[config.mk]
export PLATFORM = sky130hd
export DESIGN_NAME = sfp_accum
export DESIGN_NICKNAME = d
export VERILOG_FILES = /design/src/rtl/sfp_accum.sv
export SDC_FILE = /design/constraint.sdc
export NUM_CORES = 1
export LEC_CHECK = 0
export BUFFER_PORTS_ARGS = -buffer_cell sky130_fd_sc_hd__buf_2
export CAP_MARGIN = 20
export CORE_AREA = 4 4 208 210
export DETAILED_ROUTE_END_ITERATION = 7
export DIE_AREA = 0 0 212 214
export GPL_TIMING_DRIVEN = 0
export HOLD_SLACK_MARGIN = 0.02
export PLACE_DENSITY = 0.61
export SLEW_MARGIN = 25
export SYNTH_ARGS = -nofsm -noshare
export SYNTH_HDL_FRONTEND = slang
export SYNTH_SLANG_ARGS = --single-unit
[constraint.sdc]
create_clock -name clk -period 4.3 [get_ports clk]
set_clock_uncertainty 0.05 [all_clocks]
set_input_delay 0.645 -clock clk [delete_from_list [all_inputs] [get_ports clk]]
set_output_delay 0.645 -clock clk [all_outputs]
set_load 0.01 [all_outputs]
[src/rtl/sfp_accum.sv]
// Output-stationary partial-sum accumulator: reads num_kij psum words per output row from the
// OP SRAM, sums them lane-wise and writes one final word per row. Define SFP_RELU_EN to clamp negative lanes to 0.
module sfp_accum #(
    parameter int col     = 8,
    parameter int psum_bw = 16
) (
    input  logic                     clk,
    input  logic                     reset,
    input  logic                     start,
    input  logic [8:0]               psum_base,
    input  logic [8:0]               out_base,
    input  logic [4:0]               num_out,
    input  logic [3:0]               num_kij,
    input  logic [col*psum_bw-1:0]   OP_q,
    output logic                     OP_cen,
    output logic                     OP_wen,
    output logic [8:0]               OP_addr,
    output logic [col*psum_bw-1:0]   OP_d,
    output logic                     busy,
    output logic                     done
);

    typedef enum logic [2:0] {
        IDLE     = 3'd0,
        RD       = 3'd1,
        ACC_LAST = 3'd2,
        WR       = 3'd3,
        FIN      = 3'd4
    } state_t;

    typedef logic [col-1:0][psum_bw-1:0] lanes_t;

    state_t      state_q, state_d;
    logic [8:0]  psum_base_q, psum_base_d;
    logic [8:0]  out_base_q, out_base_d;
    logic [4:0]  num_out_q, num_out_d;
    logic [3:0]  num_kij_q, num_kij_d;
    logic [4:0]  o_q, o_d;
    logic [3:0]  k_q, k_d;
    logic [8:0]  ptr_q, ptr_d;
    logic [8:0]  row_ptr_q, row_ptr_d;
    logic        rd_pend_q, rd_pend_d;
    lanes_t      acc_q, acc_d;
    lanes_t      acc_sum, wr_data;

    logic                   op_cen_q, op_cen_d;
    logic                   op_wen_q, op_wen_d;
    logic [8:0]             op_addr_q, op_addr_d;
    logic [col*psum_bw-1:0] op_d_q, op_d_d;
    logic                   busy_q, busy_d;
    logic                   done_q, done_d;

    // Read data arrives the cycle after each RD, so the add is keyed off rd_pend_q rather than the state.
    always_comb begin
        for (int i = 0; i < col; i++) begin
            acc_sum[i] = rd_pend_q ? acc_q[i] + OP_q[i*psum_bw +: psum_bw] : acc_q[i];
`ifdef SFP_RELU_EN
            wr_data[i] = acc_sum[i][psum_bw-1] ? '0 : acc_sum[i];
`else
            wr_data[i] = acc_sum[i];
`endif
        end
    end

    // NOTE: every *_d gets a default from its *_q first so no path through the case infers a latch.
    always_comb begin
        state_d     = state_q;
        psum_base_d = psum_base_q;
        out_base_d  = out_base_q;
        num_out_d   = num_out_q;
        num_kij_d   = num_kij_q;
        o_d         = o_q;
        k_d         = k_q;
        ptr_d       = ptr_q;
        row_ptr_d   = row_ptr_q;
        acc_d       = acc_sum;
        rd_pend_d   = (state_q == RD);

        unique case (state_q)
            IDLE: begin
                if (start) begin
                    psum_base_d = psum_base;
                    out_base_d  = out_base;
                    num_out_d   = num_out;
                    num_kij_d   = num_kij;
                    o_d         = '0;
                    k_d         = '0;
                    ptr_d       = psum_base;
                    row_ptr_d   = psum_base;
                    acc_d       = '0;
                    state_d     = (num_out == 5'd0 || num_kij == 4'd0) ? FIN : RD;
                end
            end
            RD: begin
                k_d   = k_q + 4'd1;
                ptr_d = ptr_q + {4'b0, num_out_q};
                if (k_q == num_kij_q - 4'd1) begin
                    state_d = ACC_LAST;
                end
            end
            ACC_LAST: begin
                state_d = WR;
            end
            WR: begin
                acc_d     = '0;
                k_d       = '0;
                o_d       = o_q + 5'd1;
                row_ptr_d = row_ptr_q + 9'd1;
                ptr_d     = row_ptr_q + 9'd1;
                state_d   = ({1'b0, o_q} + 6'd1 < {1'b0, num_out_q}) ? RD : FIN;
            end
            FIN: begin
                state_d = IDLE;
            end
            default: begin
                state_d = IDLE;
            end
        endcase
    end

    // NOTE: outputs are decoded from the next state so the registered copies line up with the state they describe.
    always_comb begin
        op_cen_d  = 1'b1;
        op_wen_d  = 1'b1;
        op_addr_d = '0;
        op_d_d    = '0;
        unique case (state_d)
            RD: begin
                op_cen_d  = 1'b0;
                op_addr_d = ptr_d;
            end
            WR: begin
                op_cen_d  = 1'b0;
                op_wen_d  = 1'b0;
                op_addr_d = out_base_q + {4'b0, o_q};
                op_d_d    = wr_data;
            end
            default: begin
                op_cen_d = 1'b1;
            end
        endcase
        busy_d = (state_d == RD) || (state_d == ACC_LAST) || (state_d == WR);
        done_d = (state_d == FIN);
    end

    // NOTE: the lane accumulators are plain flops, not an SRAM, so they are cleared by reset along with the rest.
    always_ff @(posedge clk) begin
        if (reset) begin
            state_q     <= IDLE;
            psum_base_q <= '0;
            out_base_q  <= '0;
            num_out_q   <= '0;
            num_kij_q   <= '0;
            o_q         <= '0;
            k_q         <= '0;
            ptr_q       <= '0;
            row_ptr_q   <= '0;
            rd_pend_q   <= 1'b0;
            acc_q       <= '0;
            op_cen_q    <= 1'b1;
            op_wen_q    <= 1'b1;
            op_addr_q   <= '0;
            op_d_q      <= '0;
            busy_q      <= 1'b0;
            done_q      <= 1'b0;
        end else begin
            state_q     <= state_d;
            psum_base_q <= psum_base_d;
            out_base_q  <= out_base_d;
            num_out_q   <= num_out_d;
            num_kij_q   <= num_kij_d;
            o_q         <= o_d;
            k_q         <= k_d;
            ptr_q       <= ptr_d;
            row_ptr_q   <= row_ptr_d;
            rd_pend_q   <= rd_pend_d;
            acc_q       <= acc_d;
            op_cen_q    <= op_cen_d;
            op_wen_q    <= op_wen_d;
            op_addr_q   <= op_addr_d;
            op_d_q      <= op_d_d;
            busy_q      <= busy_d;
            done_q      <= done_d;
        end
    end

    assign OP_cen  = op_cen_q;
    assign OP_wen  = op_wen_q;
    assign OP_addr = op_addr_q;
    assign OP_d    = op_d_q;
    assign busy    = busy_q;
    assign done    = done_q;

endmodule

==> results of run 1 <==
==> cell families (layout without fill, tap and decap cells) <==
kind of cell | after synthesis | in the layout
adders and majority gates | 148 | 148
AOI/OAI and AO/OA | 462 | 462
other | 0 | 6
xor gates and xnor gates | 112 | 112
DFF | 318 | 318
muxes | 83 | 83
buffers and inverters | 120 | 484
and+or+nand+nor | 659 | 659
==> cell usage in the layout (no fill, tap or decap), types with 6 or more instances in the layout <==
cell type,synthesis,layout
o21bai_1,15,15
bufinv_16,0,6
o21a_1,20,20
clkbuf_16,0,39
nor2_1,298,298
a21oi_1,176,176
xnor2_1,74,74
and2_1,15,15
a31oi_1,26,26
a22oi_1,12,12
and3_1,14,14
xor2_1,38,38
diode_2,0,6
o21ai_0,61,61
inv_1,41,41
mux2_2,9,9
nor3_1,50,49
dfxtp_1,318,318
o21ai_1,6,6
a22o_1,8,8
fa_1,10,10
o22ai_1,12,12
clkbuf_1,49,53
a211o_1,7,7
buf_1,15,14
nor2b_1,31,31
a21o_1,44,44
o211ai_1,12,12
buf_2,14,312
ha_1,138,138
nand2b_1,21,21
or3_1,15,15
nand3_1,42,42
a211oi_1,13,13
mux2i_1,74,74
nand4_1,7,7
nand2_1,139,139
==> routing by layer <==
metal | up-vias | track usage [%] | part of all wire [%]
li1 | 7402 | - | -
met4 | 10 | 9.31 | 3.9
met1 | 7018 | 29.6 | 44
met5 | - | 0 | 0.12
met2 | 484 | 36.5 | 46
met3 | 117 | 4.04 | 6.4
==> metrics by stage <==
step           cells  cell area [um2]  utilization [%]
5_1_grt         2809            20000             48.0
3_5_place_dp    2738            18600             44.8
4_1_cts         2805            20000             48.0
3_3_place_gp    2738            18600             44.8
6_report        2811            20000             48.1
2_1_floorplan   1902            16500                -
==> state kept, by name (all words and copies together), names as in the netlist <==
| name | flops |
|---|---|
| k_q | 4 |
| ptr_q | 9 |
| state_q | 3 |
| out_base_q | 9 |
| row_ptr_q | 9 |
| OP_cen | 1 |
| o_q | 5 |
| done | 1 |
| num_kij_q | 4 |
| OP_d | 128 |
| OP_addr | 9 |
| busy | 1 |
| rd_pend_q | 1 |
| acc_q | 128 |
| OP_wen | 1 |
| num_out_q | 5 |
==> power groups by stage <==
stage               Combinational [mW]  Sequential [mW]  Clock (mW)
finish                            1.03             3.07        3.43
global route                      1.14             3.08        3.61
CTS                               1.03             3.07        3.50
detailed placement                1.02             3.14           0
global placement                  1.01             3.14           0
floorplan                        0.687             3.13           0
==> layout make-up <==
cell class	instances	share of cell area [%]
clock buffer	48	5.31
inverter	42	0.789
sequential	318	31.9
clock inverter	19	1.35
multi-input combinational	1464	48.2
antenna	6	0.0752
timing repair buffer	297	7.44
tap	539	3.38
buffer	78	1.56
==> worst max-delay path, cell delays in order (launching register included) <==
cell	delay [ps]
dfxtp_1	300
buf_2	320
buf_2	400
buf_1	780
clkbuf_1	810
mux2i_1	400
nor2_1	80
==> path summary, 6_finish.rpt <==
check             cells past startpoint          from            end  slack, ps
setup / recovery                      6     rd_pend_q       OP_d[53]       1040
hold / removal                        3   out_base[6]  out_base_q[6]        300
setup reg to reg                      6     rd_pend_q       OP_d[53]       1040
hold reg to reg                       2  num_kij_q[3]   num_kij_q[3]        420
==> flow_summary.toml, run 1 <==
[run_status]
status = "finished clean"

[drt]
drt_iter0_drc = 950
drc = 0
wl_per_cell_um = 19.0
viasPerCell = 5.35
final_antenna_net_count = 0
drt-pass1-iter-count = 5
vias = 15000
wirelength_um = 53400

[final_layout]
fillers = 4061
multiInputGateArea_um2 = 9630
layout-drive-gt1-share_pct = 17.5
seq_area_um2 = 6370
fin_nets = 2544
area_growth_pct = 21.3

[clock_network]
clkLatencyLatePin_ps = 550
clk_pin_slew_worst_paths_ps = 60
h-tree-depth = 2
cts_buffers = 37
postCtsSetupRepairBufs = 0
root_buffer = "clkbuf_16"
ctsHoldBuffers = 0
cts.sinks = 318
ctsResizeCount = 0
cts_tree = "done"
cts_buffer_depth = 3

[power]
finalPower_mw = 7.53
p_leak_nw = 8.87
seqPwrFrac_pct = 40.8
p_int_mw = 5.54
p_sw_mw = 1.99
ir_drop_v = 0.000225
p_comb_share_pct = 13.7
power_density_nw_per_um2 = 377
switching_share_pct = 26.5
p_clk_share_pct = 45.5

[grt]
grt_overflow = 0
antenna_found_initial = 10
grt_util_all_layers_pct = 22.5
grt_pass1_wl_um = 80200
grt_max_degree = 15
grt_pass1_vias = 14400

[logic_synthesis]
synth_edf_count = 0
synth.most_common_cell = "dfxtp_1"
synth_top_family_by_area = "simple AND/OR/NAND/NOR gates"
synth.top_cells.by_area = "dfxtp_1, ha_1, nor2_1"
synth_area_um2 = 16500
yosys.area_share.simple_pct = 18.0
seq_area_frac_synth_pct = 38.7
postSynthAreaPerCell_um2 = 8.66
yosys.area_share.adder_pct = 11.7
synth_warnings = 0
synthMuxAreaShare_pct = 5.11
synthesis.nets = 2208
synth_xor_area_share_pct = 5.96
synth_compound_area_share_pct = 17.7
synth_top_cell_area_share_pct = 38.7
synthCells = 1902
ys.flop_type = "dfxtp_1"
yosys-top-cells-count = "dfxtp_1, nor2_1, a21oi_1"
ys_types = 69
async_flop_share_pct = 0
ys_ff_latch = 318
synth_top_area_cell = "dfxtp_1"

[sta]
timing.fmax_mhz = 307
hold_viol = 0
max_slew_margin_pct = 30.4
hold_ws_ps = 300
drv_slew = 0
rsz0062_at_grt = "no"
period_share_pct = 75.7
post-route-worst-setup-slack_ps = 1040
finalSetupViolations = 0
tns_ps = 0
post-route-min-period_ps = 3260
worst_pin_slew_ps = 1040

[placed_design]
pre_cts_slack_ps = 917
port-buffer-count = 297
place_congestion = 0.910
hpwlAfterDp_um = 40600

[critical_path]
crit_arrival_ps = 3640
path_class = "flip-flop to flip-flop"
worstPathMaxFanout = 10
end_kind = "flip-flop"
cp.required_ps = 4680
start_kind = "flip-flop"

[min_path]
hold_class = "input port to flip-flop"

[die]
die_x_um = 212
die_h_um = 214
num_rows = 75
io_pins = 299
fp.dieArea_um2 = 45400
initial_core_util_pct = 39.6
core_area_um2 = 41600

[run]
drv_cap = 0
No activity file was read; power rests on OpenSTA's default activity.
==> inputs of run 2 (changes only) <==
Settings changed: ABC_AREA from default to 1, CORE_AREA 4 4 208 210 to 4 4 217 219, DIE_AREA 0 0 212 214 to 0 0 221 223, PLACE_DENSITY 0.61 to 0.63.
Clock period 4.3 ns to 2.7 ns, I/O delays scaled along.
==> flow_summary.toml, run 2 <==
[die]
core_area_um2 = 45100
die_x_um = 221
num_rows = 78
io_pins = 299
fp.dieArea_um2 = 49300
initial_core_util_pct = 39.6
die_h_um = 223

[drt]
drt_iter0_drc = 1127
final_antenna_net_count = 0
drt-pass1-iter-count = 5
wirelength_um = 59000
drc = 0
vias = 17900
viasPerCell = 5.02
wl_per_cell_um = 16.6

[logic_synthesis]
synth.most_common_cell = "nand2_1"
ys.flop_type = "dfxtp_1"
async_flop_share_pct = 0
synthCells = 2588
postSynthAreaPerCell_um2 = 6.90
synth_warnings = 0
synth_edf_count = 0
synthesis.nets = 2894
seq_area_frac_synth_pct = 35.6
synth.top_cells.by_area = "dfxtp_1, nand2_1, ha_1"
ys_types = 42
ys_ff_latch = 318
synth_top_area_cell = "dfxtp_1"
synth_area_um2 = 17900
yosys-top-cells-count = "nand2_1, nor2_1, dfxtp_1"
synth_top_cell_area_share_pct = 35.6

[critical_path]
crit_path_cell_trace = "buf_2 > clkbuf_1 > clkbuf_1 > nand3_1 > nand2_1 > nor2_1"
end_kind = "flip-flop"
worstPathMaxFanout = 10
cp.required_ps = 3080
crit_arrival_ps = 2880
slowest_delay_ps = 850
worst_r2r_endpoint = "OP_d[124]"
r2r_setup_slack_ps = 200
start_kind = "flip-flop"
crit_slowest_cell = "clkbuf_1"
path_class = "flip-flop to flip-flop"
ff2ff_path_depth = 6
crit_top_cell = "clkbuf_1"
r2r-start = "rd_pend_q"

[final_layout]
final_common_cell = "nand2_1"
final_cell_mix = "nand2_1, nor2_1, dfxtp_1"
fin_nets = 3237
area_growth_pct = 20.6
layout-drive-gt1-share_pct = 15.3

[grt]
use_met1_pct = 30.0
grt.busiest_layer = "met2"
grt_max_degree = 13
grt_pass1_vias = 17200
grt_overflow = 0
use_met3_pct = 3.95
grt_use_met2_pct = 39.7
grt_pass1_wl_um = 91800
antenna_found_initial = 7
grt_util_all_layers_pct = 23.1

[min_path]
hp-start = "out_base[6]"
hold_class = "input port to flip-flop"
holdPathEnd = "out_base_q[6]"
whs_path_depth = 3

[clock_network]
clkLatencyLatePin_ps = 560
root_buffer = "clkbuf_16"
cts_tree = "done"
cts_buffers = 39
ctsResizeCount = 0
cts_buffer_depth = 3
clk_pin_slew_worst_paths_ps = 60
cts.sinks = 318
postCtsSetupRepairBufs = 0
h-tree-depth = 2

[power]
power_density_nw_per_um2 = 591
ir_drop_v = 0.000392
finalPower_mw = 12.7
p_leak_nw = 11.1

[sta]
worst_pin_slew_ps = 1090
max_slew_margin_pct = 27.0
post-route-min-period_ps = 2500
hold_viol = 0
tns_ps = 0
rsz0062_at_grt = "no"
timing.fmax_mhz = 400
drv_slew = 0
period_share_pct = 92.7
finalSetupViolations = 0

[placed_design]
hpwlAfterDp_um = 46000
place_congestion = 0.950
port-buffer-count = 297

[run]
drv_cap = 0

[run_status]
status = "finished clean"
run 2: logic make-up (layout without fill, tap and decap cells):
logic type | after synthesis | after routing | synth area share, %
fa+ha+maj | 148 | 148 | 10.8
compound gates | 299 | 299 | 8.97
mux | 21 | 21 | 1.18
other cells | 0 | 2 | 0
xor+xnor | 52 | 52 | 2.55
buf+inv | 329 | 700 | 7.47
simple gates | 1421 | 1421 | 33.4
flops | 318 | 318 | 35.6
run 2: per-layer routing:
metal  routed length (um)  part of all wire, %  up-vias
li1                     -                    -     9062
met1                26500                   45     8197
met2                27500                   47      516
met3                 3460                  5.9       89
met4                 1520                  2.6        4
met5                   27                0.046        -
run 2: worst max-delay path by stage:
stage | startpoint | endpoint | slack (ps) | depth (start not counted)
finish | rd_pend_q | OP_d[124] | 200 | 6
floorplan | OP_q[32] | OP_d[42] | 810 | 12
CTS | rd_pend_q | OP_d[27] | 140 | 6
global placement | rd_pend_q | OP_d[27] | 180 | 6
detailed placement | rd_pend_q | OP_d[27] | 160 | 6
global route | rd_pend_q | OP_d[27] | 60 | 6
run 2: worst max-delay path: cells and delay by family, from the launching register on:
kind / cells / cell delay, ps
buf+inv: 3 / 1500
simple gates: 3 / 420
flops: 1 / 390
run 2: report_power, final:
| group | switching (mW) | internal [mW] | leakage [nW] |
|---|---|---|---|
| logic | 1.35 | 0.747 | 7.84 |
| clock network | 2.13 | 3.55 | 0.688 |
| registers | 0.101 | 4.85 | 2.58 |
run 2: timing repair:
item	CTS	global route
hold endpoints to repair	5	0
endpoints found under the setup margin	0	0
hold buffers	5	0
run 2: through the flow:
| step | setup WS [ps] | area, um2 | hold slack, ps | instances | util [%] |
|---|---|---|---|---|---|
| CTS | 141 | 21500 | 22.1 | 3559 | 47.8 |
| global route | 55.7 | 21500 | 43.7 | 3559 | 47.8 |
| finish | 198 | 21500 | 40.9 | 3561 | 47.8 |
| floorplan | 813 | 17900 | 389 | 2588 | - |
| detailed placement | 164 | 20100 | 418 | 3485 | 44.6 |
| global placement | 177 | 20100 | 415 | 3485 | 44.6 |
run 2: area by class of cell:
class | instances | area, um2
buffer | 68 | 355
sequential | 318 | 6370
antenna | 2 | 5.00
clock inverter | 16 | 240
clock buffer | 53 | 1150
timing repair buffer | 302 | 1540
multi-input combinational | 1941 | 10200
inverter | 261 | 980
tap | 600 | 751
fill | 4693 | 23500
==> inputs of run 3 (changes only) <==
Settings changed: REMOVE_ABC_BUFFERS from default to 1.
==> flow_summary.toml, run 3 (same netlist as run 2, synthesis figures left out) <==
[drt]
vias = 17200
final_antenna_net_count = 0
viasPerCell = 4.92
wl_per_cell_um = 14.5
drt_iter0_drc = 910
wirelength_um = 50800
drc = 0
drt-pass1-iter-count = 5

[min_path]
hold_class = "input port to flip-flop"
hp-start = "out_base[6]"
whs_path_depth = 3
holdPathEnd = "out_base_q[6]"

[sta]
post-route-worst-setup-slack_ps = 247
tns_ps = 0
post-route-min-period_ps = 2450
worst_pin_slew_ps = 1100
hold_viol = 0
period_share_pct = 90.8
max_slew_margin_pct = 26.8
timing.fmax_mhz = 408
drv_slew = 0
finalSetupViolations = 0
rsz0062_at_grt = "no"

[critical_path]
crit_arrival_ps = 2820
ff2ff_path_depth = 9
crit_slowest_cell = "dfxtp_1"
r2r-start = "o_q[0]"
cp.required_ps = 3070
crit_path_cell_trace = "ha_1 > nand3_1 > xor2_1 > ha_1 > nand4_1 > nand4_1 > nand3_1 > nand3_1 > nand2_1"
critical_path.top_delay_family = "simple AND/OR/NAND/NOR gates"
worst_r2r_endpoint = "OP_addr[0]"
r2r_setup_slack_ps = 250
crit_top_cell = "nand3_1"
worstPathBufferInverterCount = 0
worstPathMaxFanout = 11
end_kind = "flip-flop"
slowest_delay_ps = 490
start_kind = "flip-flop"
path_class = "flip-flop to flip-flop"

[clock_network]
cts_buffers = 39
cts_tree = "done"
root_buffer = "clkbuf_16"
cts_buffer_depth = 3
h-tree-depth = 2
clkLatencyLatePin_ps = 550
clk_pin_slew_worst_paths_ps = 60
cts.sinks = 318

[power]
p_leak_nw = 11.0
power_density_nw_per_um2 = 581
finalPower_mw = 12.4
ir_drop_v = 0.000488

[final_layout]
multiInputGateArea_um2 = 10200
fin_nets = 3172
area_growth_pct = 19.4
fillers = 4665
final_common_cell = "nand2_1"
fin_area_um2 = 21300
final_cell_mix = "nand2_1, nor2_1, dfxtp_1"
layout-drive-gt1-share_pct = 15.0
fin_util_pct = 47.3
seq_area_um2 = 6370

[placed_design]
port-buffer-count = 298
hpwlAfterDp_um = 37700
place_area_um2 = 19900
pre_cts_slack_ps = -577
place_congestion = 0.898

[grt]
grt_pass1_vias = 16500
grt_max_degree = 72
antenna_found_initial = 10
grt_overflow = 0
grt_pass1_wl_um = 82000
grt_util_all_layers_pct = 19.8

[run_status]
status = "finished clean"

[die]
initial_core_util_pct = 39.6
core_area_um2 = 45100
fp.dieArea_um2 = 49300
die_h_um = 223
io_pins = 299
die_x_um = 221
num_rows = 78

[run]
drv_cap = 0
-- run 3: stage by stage --
| step | instances | hold WS [ps] |
|---|---|---|
| after detailed placement | 3423 | 415 |
| after floorplan | 2520 | 391 |
| after global placement | 3418 | 409 |
| final | 3499 | 62.1 |
| after global routing | 3496 | 52.5 |
| after CTS | 3495 | 20.2 |
-- run 3: area by class of cell --
type	count	share of cell area [%]
antenna	3	0.0352
tap	600	3.52
inverter	261	4.64
clock buffer	51	5.36
timing repair buffer	304	7.69
clock inverter	20	1.03
multi-input combinational	1942	47.9
sequential	318	29.9
-- run 3: layer usage --
layer | track usage, % | up-vias | wire length [um]
met4 | 4.57 | 14 | 941
met1 | 25.5 | 7835 | 23000
li1 | - | 8931 | -
met5 | 0 | - | 102
met2 | 33.6 | 363 | 23300
met3 | 5.26 | 70 | 3450
-- run 3: power by group --
part | switching (mW) | internal [mW]
logic | 1.23 | 0.732
clock network | 2.11 | 3.38
registers | 0.104 | 4.85
total | 3.44 | 8.96
-- run 3: timing repair --
action / 4_1_cts / 5_1_grt
hold buffers: 1 / 0
buffers inserted: 0 / 0
gates resized for setup: 3 / 2
setup endpoints to repair: 117 / 53
endpoints found under the hold margin: 1 / 0
cloned: 0 / 1
-- run 3: how the worst max path moves through the flow --
stage                  to  depth (start not counted)  startpoint  slack, ps
3_3_place_gp      OP_d[1]                          3   rd_pend_q      -6400
6_report       OP_addr[0]                          9      o_q[0]        250
4_1_cts            o_q[4]                          7  state_q[1]        110
5_1_grt              busy                          9      o_q[0]         90
2_1_floorplan    OP_d[17]                          3   rd_pend_q      -2230
3_5_place_dp    acc_q[27]                          7  state_q[1]       -580
-- run 3: worst reg2reg max path, stage by stage (launching register included) --
cell     delay [ps]
dfxtp_1         490
ha_1            240
nand3_1         100
xor2_1          170
ha_1            310
nand4_1         130
nand4_1         130
nand3_1         390
nand3_1         230
nand2_1         100
